--- config.mk ---
export PLATFORM = sky130hd
export DESIGN_NAME = axi4_r_sender_flat
export DESIGN_NICKNAME = d
export VERILOG_FILES = /design/src/rtl/axi_rab_pkg.sv /design/src/rtl/axi4_r_sender_if.sv /design/src/rtl/axi_buffer_rab.sv /design/src/rtl/axi4_r_sender.sv /design/src/flat_wrapper.sv
export SDC_FILE = /design/constraint.sdc
export NUM_CORES = 1
export LEC_CHECK = 0
export ABC_AREA = 1
export CAP_MARGIN = 20
export CORE_MARGIN = 5
export CORE_UTILIZATION = 47
export CTS_CLUSTER_SIZE = 40
export DETAILED_ROUTE_END_ITERATION = 16
export GPL_ROUTABILITY_DRIVEN = 0
export PLACE_DENSITY = 0.87
export SLEW_MARGIN = 5
export SYNTH_ARGS = -nofsm -noshare
export SYNTH_HDL_FRONTEND = slang
export SYNTH_SLANG_ARGS = --single-unit
--- constraint.sdc ---
create_clock -name axi4_aclk -period 7.5 [get_ports axi4_aclk]
set_clock_uncertainty 0.05 [all_clocks]
set_input_delay 1.5 -clock axi4_aclk [delete_from_list [all_inputs] [get_ports axi4_aclk]]
set_output_delay 1.5 -clock axi4_aclk [all_outputs]
set_load 0.01 [all_outputs]
--- src/rtl/axi_rab_pkg.sv ---
// Constants and FSM state type shared by the RAB AXI helper blocks.
package axi_rab_pkg;

    localparam logic [1:0]  RESP_SLVERR      = 2'b10;
    localparam logic [31:0] ERR_DATA_PATTERN = 32'hDEADBEEF;

    typedef enum logic {
        ST_IDLE = 1'b0,
        ST_DROP = 1'b1
    } r_state_e;

endpackage

--- src/rtl/axi4_r_sender_if.sv ---
// Drop-request side plus slave- and master-facing AXI4 R channels of axi4_r_sender.
interface axi4_r_sender_if #(
    parameter int AXI_DATA_WIDTH = 64,
    parameter int AXI_ID_WIDTH   = 10,
    parameter int AXI_USER_WIDTH = 4
);
    logic [AXI_ID_WIDTH-1:0]   trans_id;
    logic [7:0]                trans_len;
    logic                      trans_drop;
    logic                      drop_ready;

    logic [AXI_ID_WIDTH-1:0]   s_axi4_rid;
    logic [1:0]                s_axi4_rresp;
    logic [AXI_DATA_WIDTH-1:0] s_axi4_rdata;
    logic                      s_axi4_rlast;
    logic                      s_axi4_rvalid;
    logic [AXI_USER_WIDTH-1:0] s_axi4_ruser;
    logic                      s_axi4_rready;

    logic [AXI_ID_WIDTH-1:0]   m_axi4_rid;
    logic [1:0]                m_axi4_rresp;
    logic [AXI_DATA_WIDTH-1:0] m_axi4_rdata;
    logic                      m_axi4_rlast;
    logic                      m_axi4_rvalid;
    logic [AXI_USER_WIDTH-1:0] m_axi4_ruser;
    logic                      m_axi4_rready;

    // The sender block itself
    modport slave (
        input  trans_id, trans_len, trans_drop, s_axi4_rready,
        input  m_axi4_rid, m_axi4_rresp, m_axi4_rdata, m_axi4_rlast, m_axi4_rvalid, m_axi4_ruser,
        output drop_ready, m_axi4_rready,
        output s_axi4_rid, s_axi4_rresp, s_axi4_rdata, s_axi4_rlast, s_axi4_rvalid, s_axi4_ruser
    );

    // Environment around the sender
    modport master (
        output trans_id, trans_len, trans_drop, s_axi4_rready,
        output m_axi4_rid, m_axi4_rresp, m_axi4_rdata, m_axi4_rlast, m_axi4_rvalid, m_axi4_ruser,
        input  drop_ready, m_axi4_rready,
        input  s_axi4_rid, s_axi4_rresp, s_axi4_rdata, s_axi4_rlast, s_axi4_rvalid, s_axi4_ruser
    );

endinterface

--- src/rtl/axi_buffer_rab.sv ---
// Small valid/ready FIFO; BUFFER_DEPTH must be a power of two so the pointers wrap naturally.
// ready_out stays high while full if an entry is popped in the same cycle.
module axi_buffer_rab #(
    parameter int DATA_WIDTH   = 18,
    parameter int BUFFER_DEPTH = 4
) (
    input  logic                  clk,
    input  logic                  rstn,
    input  logic                  valid_in,
    input  logic [DATA_WIDTH-1:0] data_in,
    output logic                  ready_out,
    output logic                  valid_out,
    output logic [DATA_WIDTH-1:0] data_out,
    input  logic                  ready_in
);
    localparam int PW = (BUFFER_DEPTH > 1) ? $clog2(BUFFER_DEPTH) : 1;
    localparam int CW = PW + 1;
    localparam logic [CW-1:0] FULL_CNT = CW'(BUFFER_DEPTH);

    logic [DATA_WIDTH-1:0] r_mem [BUFFER_DEPTH];
    logic [PW-1:0]         r_rd_ptr;
    logic [PW-1:0]         r_wr_ptr;
    logic [CW-1:0]         r_count;
    logic                  w_push;
    logic                  w_pop;

    assign valid_out = (r_count != '0);
    assign ready_out = (r_count != FULL_CNT) || ready_in;
    assign w_push    = valid_in && ready_out;
    assign w_pop     = valid_out && ready_in;
    assign data_out  = r_mem[r_rd_ptr];

    always_ff @(posedge clk) begin
        if (w_push) r_mem[r_wr_ptr] <= data_in;
    end

    always_ff @(posedge clk or negedge rstn) begin
        if (!rstn) begin
            r_rd_ptr <= '0;
            r_wr_ptr <= '0;
            r_count  <= '0;
        end else begin
            if (w_push) r_wr_ptr <= r_wr_ptr + PW'(1);
            if (w_pop)  r_rd_ptr <= r_rd_ptr + PW'(1);
            case ({w_push, w_pop})
                2'b10:   r_count <= r_count + CW'(1);
                2'b01:   r_count <= r_count - CW'(1);
                default: r_count <= r_count;
            endcase
        end
    end

endmodule

--- src/rtl/axi4_r_sender.sv ---
// Injects SLVERR read bursts for dropped transactions between master bursts on the R channel.
// Define RAB_R_ERR_PATTERN_EN to fill error beats with the DEADBEEF pattern instead of zero.
module axi4_r_sender
    import axi_rab_pkg::*;
#(
    parameter int AXI_DATA_WIDTH = 64,
    parameter int AXI_ID_WIDTH   = 10,
    parameter int AXI_USER_WIDTH = 4,
    parameter int DROP_DEPTH     = 4
) (
    input  logic           axi4_aclk,
    input  logic           axi4_arstn,
    axi4_r_sender_if.slave bus
);
    // state   | meaning
    // ST_IDLE | R channel passes through from the master side
    // ST_DROP | emitting error beats for the drop queue head, master held off
    localparam int QW = AXI_ID_WIDTH + 8;

`ifdef RAB_R_ERR_PATTERN_EN
    localparam int NREP = (AXI_DATA_WIDTH + 31) / 32;
    localparam logic [NREP*32-1:0] ERR_REP = {NREP{ERR_DATA_PATTERN}};
    localparam logic [AXI_DATA_WIDTH-1:0] ERR_DATA = ERR_REP[AXI_DATA_WIDTH-1:0];
`else
    localparam logic [AXI_DATA_WIDTH-1:0] ERR_DATA = '0;
`endif

    r_state_e              r_state;
    logic [7:0]            r_beat_cnt;
    logic                  r_m_burst_active;

    logic [QW-1:0]         w_q_head;
    logic                  w_q_valid;
    logic                  w_q_pop;
    logic [AXI_ID_WIDTH-1:0] w_head_id;
    logic [7:0]            w_head_len;
    logic                  w_err_last;
    logic                  w_m_rready;
    logic                  w_m_hs;
    logic                  w_mstr_idle_next;

    assign {w_head_id, w_head_len} = w_q_head;
    assign w_err_last  = (r_beat_cnt == w_head_len);
    assign w_m_rready  = (r_state == ST_IDLE) && bus.s_axi4_rready;
    assign w_m_hs      = bus.m_axi4_rvalid && w_m_rready;
    assign w_q_pop     = (r_state == ST_DROP) && bus.s_axi4_rready && w_err_last;
    // Safe to switch only when no master burst or unaccepted beat would be cut off
    assign w_mstr_idle_next = (!r_m_burst_active && !bus.m_axi4_rvalid) ||
                              (bus.m_axi4_rvalid && bus.s_axi4_rready && bus.m_axi4_rlast);

    axi_buffer_rab #(
        .DATA_WIDTH   (QW),
        .BUFFER_DEPTH (DROP_DEPTH)
    ) u_drop_q (
        .clk       (axi4_aclk),
        .rstn      (axi4_arstn),
        .valid_in  (bus.trans_drop),
        .data_in   ({bus.trans_id, bus.trans_len}),
        .ready_out (bus.drop_ready),
        .valid_out (w_q_valid),
        .data_out  (w_q_head),
        .ready_in  (w_q_pop)
    );

    always_ff @(posedge axi4_aclk or negedge axi4_arstn) begin
        if (!axi4_arstn) begin
            r_state          <= ST_IDLE;
            r_beat_cnt       <= '0;
            r_m_burst_active <= 1'b0;
        end else begin
            if (w_m_hs) r_m_burst_active <= !bus.m_axi4_rlast;
            case (r_state)
                ST_IDLE: begin
                    if (w_q_valid && w_mstr_idle_next) begin
                        r_state    <= ST_DROP;
                        r_beat_cnt <= '0;
                    end
                end
                ST_DROP: begin
                    if (bus.s_axi4_rready) begin
                        if (w_err_last) r_state <= ST_IDLE;
                        else            r_beat_cnt <= r_beat_cnt + 8'd1;
                    end
                end
                default: r_state <= ST_IDLE;
            endcase
        end
    end

    assign bus.m_axi4_rready = w_m_rready;

    always_comb begin
        bus.s_axi4_rid    = bus.m_axi4_rid;
        bus.s_axi4_rresp  = bus.m_axi4_rresp;
        bus.s_axi4_rdata  = bus.m_axi4_rdata;
        bus.s_axi4_rlast  = bus.m_axi4_rlast;
        bus.s_axi4_rvalid = bus.m_axi4_rvalid;
        bus.s_axi4_ruser  = bus.m_axi4_ruser;
        if (r_state == ST_DROP) begin
            bus.s_axi4_rid    = w_head_id;
            bus.s_axi4_rresp  = RESP_SLVERR;
            bus.s_axi4_rdata  = ERR_DATA;
            bus.s_axi4_rlast  = w_err_last;
            bus.s_axi4_rvalid = 1'b1;
            bus.s_axi4_ruser  = '0;
        end
    end

endmodule

--- src/flat_wrapper.sv ---
// flat-port wrapper written by rule: the top's interface ports become plain ports
module axi4_r_sender_flat import axi_rab_pkg::*;
#(
    parameter int AXI_DATA_WIDTH = 64,
    parameter int AXI_ID_WIDTH   = 10,
    parameter int AXI_USER_WIDTH = 4,
    parameter int DROP_DEPTH     = 4
)
  (axi4_aclk, axi4_arstn, bus_trans_id, bus_trans_len, bus_trans_drop, bus_s_axi4_rready, bus_m_axi4_rid, bus_m_axi4_rresp, bus_m_axi4_rdata, bus_m_axi4_rlast, bus_m_axi4_rvalid, bus_m_axi4_ruser, bus_drop_ready, bus_m_axi4_rready, bus_s_axi4_rid, bus_s_axi4_rresp, bus_s_axi4_rdata, bus_s_axi4_rlast, bus_s_axi4_rvalid, bus_s_axi4_ruser);
  axi4_r_sender_if #(.AXI_DATA_WIDTH(AXI_DATA_WIDTH), .AXI_ID_WIDTH(AXI_ID_WIDTH), .AXI_USER_WIDTH(AXI_USER_WIDTH)) bus_i ();
  input  logic axi4_aclk;
  input  logic axi4_arstn;
  input wire logic [$bits(bus_i.trans_id)-1:0] bus_trans_id;
  input wire logic [$bits(bus_i.trans_len)-1:0] bus_trans_len;
  input wire logic [$bits(bus_i.trans_drop)-1:0] bus_trans_drop;
  input wire logic [$bits(bus_i.s_axi4_rready)-1:0] bus_s_axi4_rready;
  input wire logic [$bits(bus_i.m_axi4_rid)-1:0] bus_m_axi4_rid;
  input wire logic [$bits(bus_i.m_axi4_rresp)-1:0] bus_m_axi4_rresp;
  input wire logic [$bits(bus_i.m_axi4_rdata)-1:0] bus_m_axi4_rdata;
  input wire logic [$bits(bus_i.m_axi4_rlast)-1:0] bus_m_axi4_rlast;
  input wire logic [$bits(bus_i.m_axi4_rvalid)-1:0] bus_m_axi4_rvalid;
  input wire logic [$bits(bus_i.m_axi4_ruser)-1:0] bus_m_axi4_ruser;
  output wire logic [$bits(bus_i.drop_ready)-1:0] bus_drop_ready;
  output wire logic [$bits(bus_i.m_axi4_rready)-1:0] bus_m_axi4_rready;
  output wire logic [$bits(bus_i.s_axi4_rid)-1:0] bus_s_axi4_rid;
  output wire logic [$bits(bus_i.s_axi4_rresp)-1:0] bus_s_axi4_rresp;
  output wire logic [$bits(bus_i.s_axi4_rdata)-1:0] bus_s_axi4_rdata;
  output wire logic [$bits(bus_i.s_axi4_rlast)-1:0] bus_s_axi4_rlast;
  output wire logic [$bits(bus_i.s_axi4_rvalid)-1:0] bus_s_axi4_rvalid;
  output wire logic [$bits(bus_i.s_axi4_ruser)-1:0] bus_s_axi4_ruser;
  assign bus_i.trans_id = bus_trans_id;
  assign bus_i.trans_len = bus_trans_len;
  assign bus_i.trans_drop = bus_trans_drop;
  assign bus_i.s_axi4_rready = bus_s_axi4_rready;
  assign bus_i.m_axi4_rid = bus_m_axi4_rid;
  assign bus_i.m_axi4_rresp = bus_m_axi4_rresp;
  assign bus_i.m_axi4_rdata = bus_m_axi4_rdata;
  assign bus_i.m_axi4_rlast = bus_m_axi4_rlast;
  assign bus_i.m_axi4_rvalid = bus_m_axi4_rvalid;
  assign bus_i.m_axi4_ruser = bus_m_axi4_ruser;
  assign bus_drop_ready = bus_i.drop_ready;
  assign bus_m_axi4_rready = bus_i.m_axi4_rready;
  assign bus_s_axi4_rid = bus_i.s_axi4_rid;
  assign bus_s_axi4_rresp = bus_i.s_axi4_rresp;
  assign bus_s_axi4_rdata = bus_i.s_axi4_rdata;
  assign bus_s_axi4_rlast = bus_i.s_axi4_rlast;
  assign bus_s_axi4_rvalid = bus_i.s_axi4_rvalid;
  assign bus_s_axi4_ruser = bus_i.s_axi4_ruser;
  axi4_r_sender #(.AXI_DATA_WIDTH(AXI_DATA_WIDTH), .AXI_ID_WIDTH(AXI_ID_WIDTH), .AXI_USER_WIDTH(AXI_USER_WIDTH), .DROP_DEPTH(DROP_DEPTH)) u_core (.axi4_aclk(axi4_aclk), .axi4_arstn(axi4_arstn), .bus(bus_i));
endmodule
==> reports/results.ini, run 1 <==
[outcome]
status = finished, final reports clean

[synthesis]
ys_seq_elements = 89
syn-cell-area_sq_mm = 0.00453
synthTopCellsByArea = edfxtp_1 (48%), nor2_1 (11%), dfrtp_1 (9.4%)
synth_top_area_share_pct = 47.8
synth_cell_types = 28
synth-edff-count = 72
postSynthCellCount = 535
synthFlopType = edfxtp_1
yosys_warnings = 0
synthArstFlopShare_pct = 19.1
yosys-top-cells-count = nor2_1 (130), inv_1 (91), nand2_1 (91)
synth-seq-area-share_pct = 57.2
synth_nets = 646
yosysTopAreaCell = edfxtp_1
synth_area_per_cell_sq_um = 8.46
synth_most_common_cell = nor2_1

[grt]
grt_max_degree = 77
antenna_found_initial = 0
grt_pass1_vias = 4161
grtUsageTotal_pct = 21.8
grt_first_pass_wirelength_um = 20200
grt_overflow = 0

[drt]
post_drt_wl_per_cell_um = 15.2
wl_met1_um = 4850
wl_met2_um = 7200
routed_wl_um = 12900
route.detailed.drc = 0
top_layer = met4
ant_nets = 0
viasPerCell = 4.87
num_vias = 4158
drt_iter0_markers = 320
wl_met3_um = 687
drtPass1Iterations = 5

[setup_path]
endpoint = bus_drop_ready
end_kind = output pin
worstSetupStartpoint = bus_s_axi4_rready
cp_max_fo = 5
start_kind = input port
critPathKind = in2out
critPathRequiredTime_ps = 5950
cp.arrival_ps = 3060
r2r_end = u_core.u_drop_q.r_count[2]$_DFFE_PN0P_
r2r_slack_ps = 4220
r2r-start = u_core.u_drop_q.r_rd_ptr[0]$_DFFE_PN0P_
r2r_cells = 17

[place]
place_ws_ps = 2910
dpl_cell_area_sq_mm = 0.00652
port_buffers = 187
hpwl_um = 9730

[cells_and_area]
design_area_sq_mm = 0.00668
diodes = 0
areaGrowthSynthToFinish_pct = 47.6
fin_nets = 830
drive_gt1_share_pct = 4.56
fillers = 690

[clocking]
cts_max_level = 3
clock_latency_ps = 340
clkTransAtPathRegs_ps = 80
post_cts_resized = 0
ctsRootBufferMaster = clkbuf_8
clockBufferDepth = 2
cts_buffers = 9
cts_sinks = 89
hold_buffers = 0
post-cts-setup-buffers = 0
tritoncts = done

[die]
die_y_um = 108
core_sq_mm = 0.00933
die-area_sq_mm = 0.0117
io_pins = 188
initial_utilization_pct = 48.5
num_rows = 35
fp.dieW_um = 108

[min_path]
worstHoldStart = u_core.r_m_burst_active$_DFFE_PN0P_
hold_class = reg2reg

[power]
sw_frac_of_total_pct = 35.3
p_leak_nw = 2.84
clkPwrFrac_pct = 17.2
p_int_mw = 1.02
cellPowerDensity_mw_per_mm2 = 236
pwr-share-comb_pct = 38.5
power_frac_seq_pct = 44.3
p_sw_mw = 0.558
ir_worst_vdd_mv = 0.184

[timing]
setup_ws_ps = 2890
grt_setup_unrepaired = false
min_period_ps = 4610
max_freq_mhz = 217
drv_slew = 0
finalSetupViolations = 0
hold_viol = 0
finalSetupTns_ps = 0
tightest_slew_ps = 782
slew_headroom_pct = 47.7
finalCritPeriodShare_pct = 61.5
hold_ws_ps = 448

[run]
drv_cap = 0

-- cells by family (layout without fill, tap and decap cells) --
logic type / count (synthesis) / in the layout / share of synthesized area, %
xor gates and xnor gates: 3 / 3 / 0.581
adders and majority gates: 7 / 7 / 2.10
AOI/OAI and AO/OA: 47 / 47 / 5.58
buffers and inverters: 115 / 304 / 9.84
DFF: 89 / 89 / 57.2
and+or+nand+nor: 274 / 274 / 24.7
-- power by group through the flow --
stage | Clock [mW] | Sequential, mW | Combinational, mW
finish | 0.271 | 0.699 | 0.608
global route | 0.300 | 0.709 | 0.683
CTS | 0.277 | 0.699 | 0.613
detailed placement | 0 | 0.710 | 0.609
global placement | 0 | 0.704 | 0.586
floorplan | 0 | 0.696 | 0.369
-- worst max-delay path: stages --
cell             delay (ps)
clkdlybuf4s50_1         590
nand2_1                  90
inv_1                   110
nand3_2                 110
nand2_2                 120
clkdlybuf4s50_1         540
-- cells in the final DEF (no fill, tap or decap) --
cell,instances
nand3_2,2
dfrtp_2,1
inv_2,3
clkdlybuf4s50_1,187
nor4_1,1
a31oi_1,10
clkinv_4,2
edfxtp_1,72
clkbuf_8,9
or2_2,2
xnor2_1,1
clkinv_1,4
nand3b_1,1
inv_1,91
xor2_1,2
nor3_1,4
nand2_2,3
o21ai_0,29
fa_1,1
o211ai_1,1
ha_1,6
buf_4,7
nand3_1,37
nor2_2,3
nand2_1,91
clkinv_2,1
a21oi_1,6
nor2_1,130
dfrtp_1,16
o21a_1,1
-- metal layers --
metal | GRT usage (%) | vias to the layer above
li1 | - | 2049
met1 | 25.6 | 1956
met2 | 41.0 | 135
met3 | 3.16 | 18
met4 | 6.94 | 0
met5 | 0 | -
-- sequential cells by signal, summed over array words and instances, names as in the netlist --
name                      flops
u_core.r_state                1
u_core.u_drop_q.r_count       3
u_core.u_drop_q.r_mem        72
u_core.r_m_burst_active       1
u_core.r_beat_cnt             8
u_core.u_drop_q.r_rd_ptr      2
u_core.u_drop_q.r_wr_ptr      2
-- metrics by stage --
step / util (%) / instances / power [mW]
floorplan: - / 535 / 1.07
global placement: 69.9 / 837 / 1.29
detailed placement: 69.9 / 837 / 1.32
CTS: 71.6 / 853 / 1.59
global route: 71.6 / 853 / 1.69
finish: 71.6 / 853 / 1.58
-- cell type report --
cell class                 count  area, sq um  area share [%]
sequential                    89         2590            38.7
timing repair buffer         194         1920            28.8
multi-input combinational    331         1490            22.3
inverter                      94          353            5.28
tap                          129          161            2.42
clock buffer                   9          124            1.85
clock inverter                 7         37.5           0.562
-- how the worst min path moves through the flow --
stage                                                      to  slack (ps)  cells past startpoint
after global routing      u_core.r_m_burst_active$_DFFE_PN0P_         500                      2
after global placement    u_core.r_m_burst_active$_DFFE_PN0P_         410                      2
after CTS                 u_core.r_m_burst_active$_DFFE_PN0P_         450                      2
final                     u_core.r_m_burst_active$_DFFE_PN0P_         450                      2
after detailed placement  u_core.r_m_burst_active$_DFFE_PN0P_         430                      2
after floorplan           u_core.r_m_burst_active$_DFFE_PN0P_         400                      2
Power figures use the tool's default switching activity.
==> run 2: changes to the inputs <==
--- a/config.mk
+++ b/config.mk
@@ -8,11 +8,11 @@
 export ABC_AREA = 1
 export CAP_MARGIN = 20
 export CORE_MARGIN = 5
-export CORE_UTILIZATION = 47
+export CORE_UTILIZATION = 39
 export CTS_CLUSTER_SIZE = 40
 export DETAILED_ROUTE_END_ITERATION = 16
 export GPL_ROUTABILITY_DRIVEN = 0
-export PLACE_DENSITY = 0.87
+export PLACE_DENSITY = 0.77
 export SLEW_MARGIN = 5
 export SYNTH_ARGS = -nofsm -noshare
 export SYNTH_HDL_FRONTEND = slang
==> constraint.sdc (replaced) <==
create_clock -name axi4_aclk -period 3.7 [get_ports axi4_aclk]
set_clock_uncertainty 0.05 [all_clocks]
set_input_delay 0.74 -clock axi4_aclk [delete_from_list [all_inputs] [get_ports axi4_aclk]]
set_output_delay 0.74 -clock axi4_aclk [all_outputs]
set_load 0.01 [all_outputs]
==> run 2 against run 1 <==
Sequential cell count stayed put. Sequential share of layout area is 1.2 points lower. Via count is 2.2% lower. Final cell count is 1.9% higher. Core utilization is 11 points lower. Sequential power is 100% higher.
==> reports/results.ini, run 2 (synthesized netlist as in run 1, its figures left out) <==
[outcome]
status = finished, final reports clean

[cells_and_area]
final_cell_mix = clkdlybuf4s50_1 (187), nor2_1 (130), inv_1 (91), nand2_1 (91), edfxtp_1 (72)
areaGrowthSynthToFinish_pct = 52.3
multiInputGateArea_sq_mm = 0.00149
largest_reg_flops = 72
final_common_cell = clkdlybuf4s50_1
design_area_sq_mm = 0.00689
fin_nets = 832
regMostFlops = u_core.u_drop_q.r_mem
top_regs = u_core.u_drop_q.r_mem: 72 flops, u_core.r_beat_cnt: 8 flops, u_core.u_drop_q.r_count: 3 flops
seq_area_sq_mm = 0.00259
drive_gt1_share_pct = 4.96
fillers = 925
diodes = 0

[drt]
routed_wl_um = 13000
ant_nets = 0
post_drt_wl_per_cell_um = 14.9
drtPass1Iterations = 5
num_vias = 4066
route.detailed.drc = 0
viasPerCell = 4.68
drt_iter0_markers = 239

[power]
cellPowerDensity_mw_per_mm2 = 526
ir_worst_vdd_mv = 0.384
p_leak_nw = 2.93

[min_path]
hold_depth = 2
hold_class = reg2reg

[timing]
min_period_ps = 3460
slew_headroom_pct = 44.2
finalCritPeriodShare_pct = 93.4
finalSetupViolations = 0
setup_ws_ps = 244
tightest_slew_ps = 834
finalSetupTns_ps = 0
drv_slew = 0
max_freq_mhz = 289
hold_viol = 0
grt_setup_unrepaired = false

[setup_path]
cp.arrival_ps = 2670
cpMostUsedCell = nand2_1
critical-path-max-stage-delay_ps = 550
r2r_cells = 15
end_kind = output pin
critPathRequiredTime_ps = 2910
crit_slowest_cell = clkdlybuf4s50_1
crit_chain = inv_2 -> nand2_1 -> nand3_1 -> nand3_1 -> nand2_1 -> nand2_1 -> nor2_2 -> nand2_1 -> nand2_1 -> o21a_1 -> clkdlybuf4s50_1
start_kind = flop
critPathKind = reg2out
cp_max_fo = 37

[place]
hpwl_um = 9730
place_ws_ps = 599
dpl_cell_area_sq_mm = 0.00658
port_buffers = 187

[clocking]
clockBufferDepth = 2
post-cts-setup-buffers = 0
clkTransAtPathRegs_ps = 60
tritoncts = done
hold_buffers = 0
post_cts_resized = 0
ctsRootBufferMaster = clkbuf_16
clock_latency_ps = 330
cts_buffers = 9
cts_max_level = 3
cts_sinks = 89

[die]
die_y_um = 118
fp.dieW_um = 118
io_pins = 188
core_sq_mm = 0.0114
die-area_sq_mm = 0.0139
initial_utilization_pct = 39.6
num_rows = 39

[grt]
grt_max_degree = 64
antenna_found_initial = 0
grt_overflow = 0
grt_first_pass_wirelength_um = 20900
grt_pass1_vias = 4170
grtUsageTotal_pct = 18.4

[run]
drv_cap = 0

-- run 2: critical path, delay by kind of cell (launching register included) --
kind	cells	cell delay, ps
simple gates	8	830
buf+inv	2	990
flops	1	390
compound gates	1	130
-- run 2: metal layers --
metal,share of wire [%],GRT usage [%],wire length (um),up-vias
met5,0,0,0,-
met4,1.6,5.16,206,0
met3,5.0,4.08,655,20
met2,54,33.2,7030,120
met1,39,21.9,5090,1866
li1,-,-,-,2060
-- run 2: cell type report --
class,count,share of cell area [%]
clock buffers,11,3.38
clock inverters,5,1.18
inverters,94,5.12
multi-input cells,331,21.7
flip-flops and latches,89,37.6
well taps,143,2.60
repair buffers,196,28.5
-- run 2: final timing paths --
path / start / to / slack (ps)
max: u_core.u_drop_q.r_rd_ptr[0]$_DFFE_PN0P_ / bus_s_axi4_rlast / 240
max in group asynchronous: axi4_arstn / u_core.r_state$_DFF_PN0_ / 2190
min: u_core.r_m_burst_active$_DFFE_PN0P_ / u_core.r_m_burst_active$_DFFE_PN0P_ / 440
max reg2reg: u_core.u_drop_q.r_rd_ptr[0]$_DFFE_PN0P_ / u_core.u_drop_q.r_count[2]$_DFFE_PN0P_ / 740
min reg2reg: u_core.r_m_burst_active$_DFFE_PN0P_ / u_core.r_m_burst_active$_DFFE_PN0P_ / 440
min in group asynchronous: axi4_arstn / u_core.r_beat_cnt[3]$_DFFE_PN0P_ / 840
-- run 2: report_power, final --
part | internal (mW) | total (mW) | switching (mW)
clock network | 0.592 | 0.951 | 0.359
registers | 1.32 | 1.43 | 0.113
logic | 0.530 | 1.24 | 0.714
total | 2.44 | 3.62 | 1.19
-- run 2: stage by stage --
step	power [mW]	cells	hold WS, ps	util [%]
2_1_floorplan	2.16	535	394	-
3_3_place_gp	2.65	853	412	57.6
3_5_place_dp	2.69	853	424	57.6
4_1_cts	3.65	869	439	60.4
5_1_grt	3.86	869	479	60.4
6_report	3.62	869	440	60.4
==> run 3: changes to the inputs <==
--- a/config.mk
+++ b/config.mk
@@ -6,6 +6,7 @@
 export NUM_CORES = 1
 export LEC_CHECK = 0
 export ABC_AREA = 1
+export ABC_CLOCK_PERIOD_IN_PS = 3700
 export CAP_MARGIN = 20
 export CORE_MARGIN = 5
 export CORE_UTILIZATION = 39
==> results of run 3 <==
No change in the layout: final DEF, timing and power equal those of run 2.
